<file path="config.mk">
export PLATFORM = sky130hd
export DESIGN_NAME = multadd_acc_flat
export DESIGN_NICKNAME = d
export VERILOG_FILES = /design/src/rtl/multadd_pkg.sv /design/src/rtl/multadd_if.sv /design/src/rtl/multadd_acc.sv /design/src/flat_wrapper.sv
export SDC_FILE = /design/constraint.sdc
export NUM_CORES = 1
export LEC_CHECK = 0
export CAP_MARGIN = 20
export CORE_ASPECT_RATIO = 0.6
export CORE_MARGIN = 1.5
export CORE_UTILIZATION = 55
export CTS_CLUSTER_SIZE = 25
export DETAILED_ROUTE_END_ITERATION = 8
export PLACE_DENSITY = 0.8
export SKIP_CTS_REPAIR_TIMING = 1
export SYNTH_ARGS = -nofsm -noshare
export SYNTH_HDL_FRONTEND = slang
export SYNTH_SLANG_ARGS = --single-unit
export TNS_END_PERCENT = 10
</file>
<file path="constraint.sdc">
create_clock -name iCLK -period 3.4 [get_ports iCLK]
set_input_delay 0.51 -clock iCLK [delete_from_list [all_inputs] [get_ports iCLK]]
set_output_delay 0.51 -clock iCLK [all_outputs]
set_load 0.05 [all_outputs]
</file>
<file path="src/rtl/multadd_pkg.sv">
// Shared widths, FSM state type and frame-length decode for the multiply-add accumulator.
package multadd_pkg;

    localparam int DATA_W = 17;
    localparam int LEN_W  = 4;
    localparam int SUM_W  = 21;
    localparam int CNT_W  = 5;

    typedef enum logic [1:0] {
        IDLE  = 2'd0,
        ACCUM = 2'd1,
        HOLD  = 2'd2
    } stateT;

    // A length code of zero means a full 16-sample frame.
    function automatic logic [CNT_W-1:0] frameLen(input logic [LEN_W-1:0] lenCode);
        logic [CNT_W-1:0] result;
        if (lenCode == 4'd0) begin
            result = 5'd16;
        end else begin
            result = {1'b0, lenCode};
        end
        return result;
    endfunction

endpackage

</file>
<file path="src/rtl/multadd_if.sv">
// Sample/result bus between the multiply-add producer, the accumulator and the sum consumer.
interface multadd_if import multadd_pkg::*; ();

    logic              iVALID;
    logic [DATA_W-1:0] iDATA;
    logic              oREADY;
    logic [LEN_W-1:0]  iLEN;
    logic              iCLEAR;
    logic [SUM_W-1:0]  oSUM;
    logic              oVALID;
    logic              iACK;
    logic [CNT_W-1:0]  oCOUNT;

    modport master (
        output iVALID, iDATA, iLEN, iCLEAR, iACK,
        input  oREADY, oSUM, oVALID, oCOUNT
    );

    modport slave (
        input  iVALID, iDATA, iLEN, iCLEAR, iACK,
        output oREADY, oSUM, oVALID, oCOUNT
    );

endinterface

</file>
<file path="src/rtl/multadd_acc.sv">
// Frame accumulator: sums 1..16 multiply-add results, then holds the sum until acknowledged.
module multadd_acc import multadd_pkg::*; (
    input  logic     iCLK,
    input  logic     iRST,
    multadd_if.slave bus
);

    stateT            stateR, stateS;
    logic [SUM_W-1:0] accR, accS;
    logic [SUM_W-1:0] sumR, sumS;
    logic [SUM_W-1:0] addS;
    logic [SUM_W-1:0] dataExtS;
    logic [CNT_W-1:0] countR, countS;
    logic [CNT_W-1:0] incS;
    logic [CNT_W-1:0] lenR, lenS;
    logic [CNT_W-1:0] newLenS;
    logic             validR, validS;
    logic             readyR, readyS;
    logic             acceptS;

    // Next-state and next-output logic; the 21-bit adder cannot overflow for 16 samples.
    always_comb begin
        stateS   = stateR;
        accS     = accR;
        sumS     = sumR;
        countS   = countR;
        lenS     = lenR;
        validS   = validR;
        readyS   = readyR;
        acceptS  = bus.iVALID & readyR;
        dataExtS = {4'd0, bus.iDATA};
        addS     = accR + dataExtS;
        incS     = countR + 5'd1;
        newLenS  = frameLen(bus.iLEN);

        if (bus.iCLEAR) begin
            stateS = IDLE;
            accS   = 21'd0;
            sumS   = 21'd0;
            countS = 5'd0;
            validS = 1'b0;
            readyS = 1'b1;
        end else begin
            case (stateR)
                IDLE: begin
                    if (acceptS) begin
                        accS   = dataExtS;
                        countS = 5'd1;
                        lenS   = newLenS;
                        if (newLenS == 5'd1) begin
                            stateS = HOLD;
                            sumS   = dataExtS;
                            validS = 1'b1;
                            readyS = 1'b0;
                        end else begin
                            stateS = ACCUM;
                        end
                    end else begin
                        stateS = IDLE;
                    end
                end
                ACCUM: begin
                    if (acceptS) begin
                        accS   = addS;
                        countS = incS;
                        if (incS == lenR) begin
                            stateS = HOLD;
                            sumS   = addS;
                            validS = 1'b1;
                            readyS = 1'b0;
                        end else begin
                            stateS = ACCUM;
                        end
                    end else begin
                        stateS = ACCUM;
                    end
                end
                HOLD: begin
                    // Incoming samples are dropped here; only the acknowledge matters.
                    if (bus.iACK) begin
                        stateS = IDLE;
                        accS   = 21'd0;
                        countS = 5'd0;
                        validS = 1'b0;
                        readyS = 1'b1;
                    end else begin
                        stateS = HOLD;
                    end
                end
                default: begin
                    stateS = IDLE;
                    accS   = 21'd0;
                    sumS   = 21'd0;
                    countS = 5'd0;
                    validS = 1'b0;
                    readyS = 1'b1;
                end
            endcase
        end
    end

    // State, datapath and output registers.
    always_ff @(posedge iCLK or posedge iRST) begin
        if (iRST) begin
            stateR <= IDLE;
            accR   <= 21'd0;
            sumR   <= 21'd0;
            countR <= 5'd0;
            lenR   <= 5'd16;
            validR <= 1'b0;
            readyR <= 1'b1;
        end else begin
            stateR <= stateS;
            accR   <= accS;
            sumR   <= sumS;
            countR <= countS;
            lenR   <= lenS;
            validR <= validS;
            readyR <= readyS;
        end
    end

    assign bus.oREADY = readyR;
    assign bus.oVALID = validR;
    assign bus.oSUM   = sumR;
    assign bus.oCOUNT = countR;

endmodule

</file>
<file path="src/flat_wrapper.sv">
// flat-port wrapper written by rule: the top's interface ports become plain ports
module multadd_acc_flat import multadd_pkg::*;
  (iCLK, iRST, bus_iVALID, bus_iDATA, bus_iLEN, bus_iCLEAR, bus_iACK, bus_oREADY, bus_oSUM, bus_oVALID, bus_oCOUNT);
  multadd_if bus_i ();
  input  logic iCLK;
  input  logic iRST;
  input wire logic [$bits(bus_i.iVALID)-1:0] bus_iVALID;
  input wire logic [$bits(bus_i.iDATA)-1:0] bus_iDATA;
  input wire logic [$bits(bus_i.iLEN)-1:0] bus_iLEN;
  input wire logic [$bits(bus_i.iCLEAR)-1:0] bus_iCLEAR;
  input wire logic [$bits(bus_i.iACK)-1:0] bus_iACK;
  output wire logic [$bits(bus_i.oREADY)-1:0] bus_oREADY;
  output wire logic [$bits(bus_i.oSUM)-1:0] bus_oSUM;
  output wire logic [$bits(bus_i.oVALID)-1:0] bus_oVALID;
  output wire logic [$bits(bus_i.oCOUNT)-1:0] bus_oCOUNT;
  assign bus_i.iVALID = bus_iVALID;
  assign bus_i.iDATA = bus_iDATA;
  assign bus_i.iLEN = bus_iLEN;
  assign bus_i.iCLEAR = bus_iCLEAR;
  assign bus_i.iACK = bus_iACK;
  assign bus_oREADY = bus_i.oREADY;
  assign bus_oSUM = bus_i.oSUM;
  assign bus_oVALID = bus_i.oVALID;
  assign bus_oCOUNT = bus_i.oCOUNT;
  multadd_acc u_core (.iCLK(iCLK), .iRST(iRST), .bus(bus_i));
endmodule
</file>
======== Word-level counts from Yosys, hierarchy flattened ========
Cells that the tools add are included.
word-level totals
  RAM bits ................................ 0
  ROM bits ................................ 0
  flip-flop bits (word level) ............. 56
  latch bits .............................. 0
  memories ................................ 0
  bits of input ports ..................... 26
operators by class
  shift operators ......................... 0
  reduce and logical (&&, ||, !) cells .... 6
  bitwise operators ....................... 2
  $mul .................................... 0
  $add $sub $neg .......................... 2
  mux-type cells .......................... 38
  divide/modulo/power cells ............... 0
  equal/unequal tests ..................... 10
  $lt $le $gt $ge ......................... 0
operators with widths
  cell                                                 count
  two-way mux 21 bit                                   9
  case mux 21 bit (3 select lines)                     2
  two-way mux 5 bit                                    5
  adder 21 x 17 -> 21 bit                              1
  case mux 5 bit (3 select lines)                      1
  two-way mux 1 bit                                    12
  two-way mux 2 bit                                    6
  != test 3 x 2 -> 1 bit, second input constant        4
  AND reduction 5 bit                                  2
  case mux 1 bit (3 select lines)                      2
  case mux 2 bit (3 select lines)                      1
  AND reduction 3 bit                                  2
  adder 5 x 1 -> 5 bit, second input constant          1
  equality test 5 x 1 -> 1 bit, second input constant  1
  equality test 5 bit                                  1
  logical NOT 4 bit                                    1
  != test 3 bit, second input constant                 1
  equality test 2 x 1 -> 1 bit, second input constant  1
  equality test 2 bit, second input constant           1
  logical NOT 2 bit                                    1
  != test 2 bit, second input constant                 1
  bitwise AND 1 bit                                    1
  NOT 1 bit                                            1

======== Logic depth before layout (Yosys ltp) ========
  word-level depth ........................ 7
  gate-level depth with buffers ........... 8
  mapped depth without buffers ............ 8

======== Worst setup path after synthesis ========
No wires, ideal clock.
  path kind ............................... in2reg
  start point ............................. in bus_iDATA[0]
  end point ............................... reg u_core.accR[8]
  cell stages on the path ................. 8
  slack ................................... 877 ps
  data arrival time ....................... 2,398 ps
  setup time .............................. 125 ps
  cells stage by stage .................... ha_1 -> fa_1 -> a21o_1 -> a221o_1 -> a31oi_1 -> nor3_1 -> o31a_1 -> mux2_2
on the way
  word-level cells in the longest chain between the ends .. 4
ends and longest elaborated chain
  what                              line                RTL
  start: declaration                flat_wrapper.sv:8   input wire logic [$bits(bus_i.iDATA)-1:0] bus_iDATA;
  adder 21 x 17 -> 21 bit           multadd_acc.sv:32   addS = accR + dataExtS;
  two-way mux 21 bit                multadd_acc.sv:63   if (acceptS) begin
  case mux 21 bit (3 select lines)  multadd_acc.sv:44   case (stateR)
  two-way mux 21 bit                multadd_acc.sv:36   if (bus.iCLEAR) begin
  end signal: assignment            multadd_acc.sv:114  accR <= accS;
  end: declaration                  multadd_acc.sv:9    logic [SUM_W-1:0] accR, accS;
No other way between the ends. The select of a mux whose other input is x is not followed.
A chain may end at the register's enable or synchronous reset.

======== Final worst setup path ========
  start point ............................. in bus_iDATA[0]
  end point ............................... reg u_core.sumR[14] (netlist: u_core.bus.oSUM[14])
on the way
  word-level cells in the longest chain between the ends .. 5
ends and longest elaborated chain
  what                              line                RTL
  adder 21 x 17 -> 21 bit           multadd_acc.sv:32
  two-way mux 21 bit                multadd_acc.sv:66   if (incS == lenR) begin
  two-way mux 21 bit                multadd_acc.sv:63
  case mux 21 bit (3 select lines)  multadd_acc.sv:44
  two-way mux 21 bit                multadd_acc.sv:36
  end signal: assignment            multadd_acc.sv:115  sumR <= sumS;
  end: declaration                  multadd_acc.sv:10   logic [SUM_W-1:0] sumR, sumS;
No other way between the ends. The select of a mux whose other input is x is not followed.

==> impl_metrics.py <==
metrics = {
    "clock_network": {
        "cts.clk_slew.worst_paths_ns": 0.08,
        "insertion_delay_ns": 0.30,
        "cts_max_path_buffers": 2,
        "cts_tree": "yes",
        "clockRootBuffer": "clkbuf_16",
        "cts_buffers": 5,
        "htreeDepth": 2,
        "cts_sinks": 56,
    },
    "final_layout": {
        "nNetsFinal": 502,
        "antenna_cells": 0,
        "drive_gt1_share_pct": 12.2,
        "final_util_pct": 68.6,
        "synthToLayoutAreaGrowth_pct": 20.9,
        "final_area_um2": 4560,
    },
    "logic_synthesis": {
        "synthArstFlopShare_pct": 100,
        "netlist_area_um2": 3770,
        "syn_inst": 408,
        "synth.top_cells.by_count": "nand2_1, dfrtp_1, nor2_1",
        "synth_seq_cells": 56,
        "synth_area_leaders": "dfrtp_1, ha_1, nand2_1",
        "synth_area_leader_cell": "dfrtp_1",
        "syn_avg_cell_area_um2": 9.24,
        "ys_seq_area_share_pct": 37.2,
        "synth-edff-count": 0,
        "syn_nets": 453,
        "synth_ff_type": "dfrtp_1",
        "ys_types": 67,
        "yosysTopAreaCellShare_pct": 35.8,
        "yosysMostFrequentCell": "nand2_1",
        "ys_warn_count": 0,
    },
    "die": {
        "floorplan.initialDensity_pct": 56.7,
        "die_x_um": 110,
        "core_um2": 6650,
        "die_area_um2": 7380,
        "dieHeight_um": 67.1,
        "num_rows": 23,
        "io_pins": 54,
    },
    "grt": {
        "grt_max_degree": 57,
        "grt_usage_pct": 28.5,
        "grt_pass1_wl_um": 15900,
        "grt_pass1_vias": 3178,
        "antenna_found_initial": 0,
        "gr-total-overflow": 0,
    },
    "flow_run": {
        "maxCapViolations": 0,
    },
    "timing": {
        "grt_setup_unrepaired": "no",
        "fin_crit_ns": 2.89,
        "max_freq_ghz": 0.346,
        "worst_pin_slew_ns": 0.950,
        "slew_headroom_pct": 36.5,
        "fin_crit_sh_pct": 84.9,
        "hold_viol_final": 0,
        "setup_viol": 0,
        "finalSetupTns_ns": 0,
        "skew_ns": 0.00674,
        "slew_viol_final": 0,
    },
    "run_status": {
        "status": "complete, no violations",
    },
    "critical_path": {
        "worst_setup_path_end_kind": "flip-flop",
        "cp_data_required_time_ns": 3.59,
        "crit_path_cell_trace": "clkdlybuf4s50_1, ha_1, fa_1, a21o_1, a221oi_2, o22ai_1, o2111ai_1, nand3_1, mux2_4",
        "path_buf_inv": 1,
        "timing_worst_setup_path_type": "in2reg",
        "critPathTopFamily": "compound AO/OA/AOI/OAI gates",
        "startpoint_type": "input pin",
        "cpMaxStageDelayCell": "clkdlybuf4s50_1",
        "cp_max_fo": 4,
        "slowest_delay_ns": 0.43,
        "arrival_ns": 3.07,
    },
    "placement": {
        "hpwl_um": 6930,
        "dpl_cell_area_um2": 4390,
        "gp_congestion": 0.949,
        "io_buffers": 53,
    },
    "routing": {
        "firstDrtPassIters": 5,
        "vias": 3361,
        "viasPerCell": 6.17,
        "drc_errors": 0,
        "wl_per_cell_um": 17.9,
        "finalWirelength_um": 9740,
        "ant_nets": 0,
        "drt_iter0_markers": 258,
    },
    "pwr": {
        "irDropWorstVdd_uv": 289,
        "power.leakage_nw": 2.01,
        "powerDensity_nw_per_um2": 551,
    },
    "hold_path": {
        "worstHoldPathType": "reg2reg",
    },
}
[cell families after synthesis]
logic type | after synthesis | synth area share, %
AOI/OAI and AO/OA | 127 | 23.9
and+or+nand+nor | 142 | 18.9
DFF | 56 | 37.2
xor gates and xnor gates | 12 | 2.79
muxes | 24 | 7.53
buffers and inverters | 28 | 3.12
adders and majority gates | 19 | 6.50
[cell usage in the layout, fill, tap and decap left out, drive strengths merged, types with 8 or more instances in the layout]
| cell | Yosys | final |
|---|---|---|
| nand2 | 58 | 58 |
| dfrtp | 54 | 54 |
| clkdlybuf4s50 | 0 | 53 |
| nor2 | 26 | 26 |
| a21oi | 23 | 23 |
| o21ai | 23 | 23 |
| ha | 18 | 18 |
| mux2 | 17 | 17 |
| o31ai | 16 | 16 |
| nand3 | 12 | 12 |
| xnor2 | 10 | 10 |
| a21o | 10 | 10 |
| buf | 6 | 9 |
| a31oi | 9 | 9 |
| inv | 8 | 8 |
[worst paths after layout]
check,startpoint,endpoint,slack (ns),cells after the start
max in group asynchronous,iRST,u_core.accR[15],2.20,3
min,u_core.bus.oSUM[7],u_core.bus.oSUM[7],0.48,2
max reg2reg,u_core.bus.oCOUNT[0],u_core.bus.oSUM[14],0.55,7
min reg2reg,u_core.bus.oSUM[7],u_core.bus.oSUM[7],0.48,2
max,bus_iDATA[0],u_core.bus.oSUM[14],0.51,9
min in group asynchronous,iRST,u_core.bus.oSUM[3],0.73,3
[routing by layer]
| metal | GRT usage (%) | share of wire [%] |
|---|---|---|
| met3 | 4.63 | 5.3 |
| met5 | 0 | 0 |
| met1 | 41.3 | 50 |
| met2 | 44.1 | 43 |
| met4 | 8.28 | 1.2 |
[layout make-up]
class                      count  area [um^2]
clock buffer                   5          125
clock inverter                 3         42.5
fill                         545         2090
inverter                       8         32.5
multi-input combinational    324         2250
sequential                    56         1400
tap                           87          109
timing repair buffer          62          598
[tightest hold or removal path, cell delays in order (launching register included)]
cell and delay, ns:
dfrtp_1 0.35, nand2_1 0.05, o21ai_0 0.06
[metrics by stage]
stage	cells	total power, W	worst slack (ns)	hold slack (ns)
after floorplan	408	0.00161	0.877	0.443
after global placement	537	0.00188	0.334	0.458
after detailed placement	537	0.00191	0.255	0.470
after CTS	545	0.00251	0.533	0.487
after global routing	545	0.00265	0.341	0.503
final	545	0.00251	0.513	0.483
[flip-flops by register name, summed over array words and instances (netlist names)]
signal / count
u_core.lenR: 5
u_core.bus.oREADY: 1
u_core.bus.oSUM: 21
u_core.accR: 21
u_core.bus.oCOUNT: 5
u_core.bus.oVALID: 1
u_core.stateR: 2
[power breakdown]
| part | switching [W] | internal (W) | total, W | leakage [nW] |
|---|---|---|---|---|
| clock network | 0.000253 | 0.000347 | 0.000599 | 0.0798 |
| registers | 0.0000800 | 0.000772 | 0.000852 | 0.726 |
| logic | 0.000643 | 0.000417 | 0.00106 | 1.20 |
| total | 0.000975 | 0.00154 | 0.00251 | 2.01 |
(Power assumes the default switching activity.)
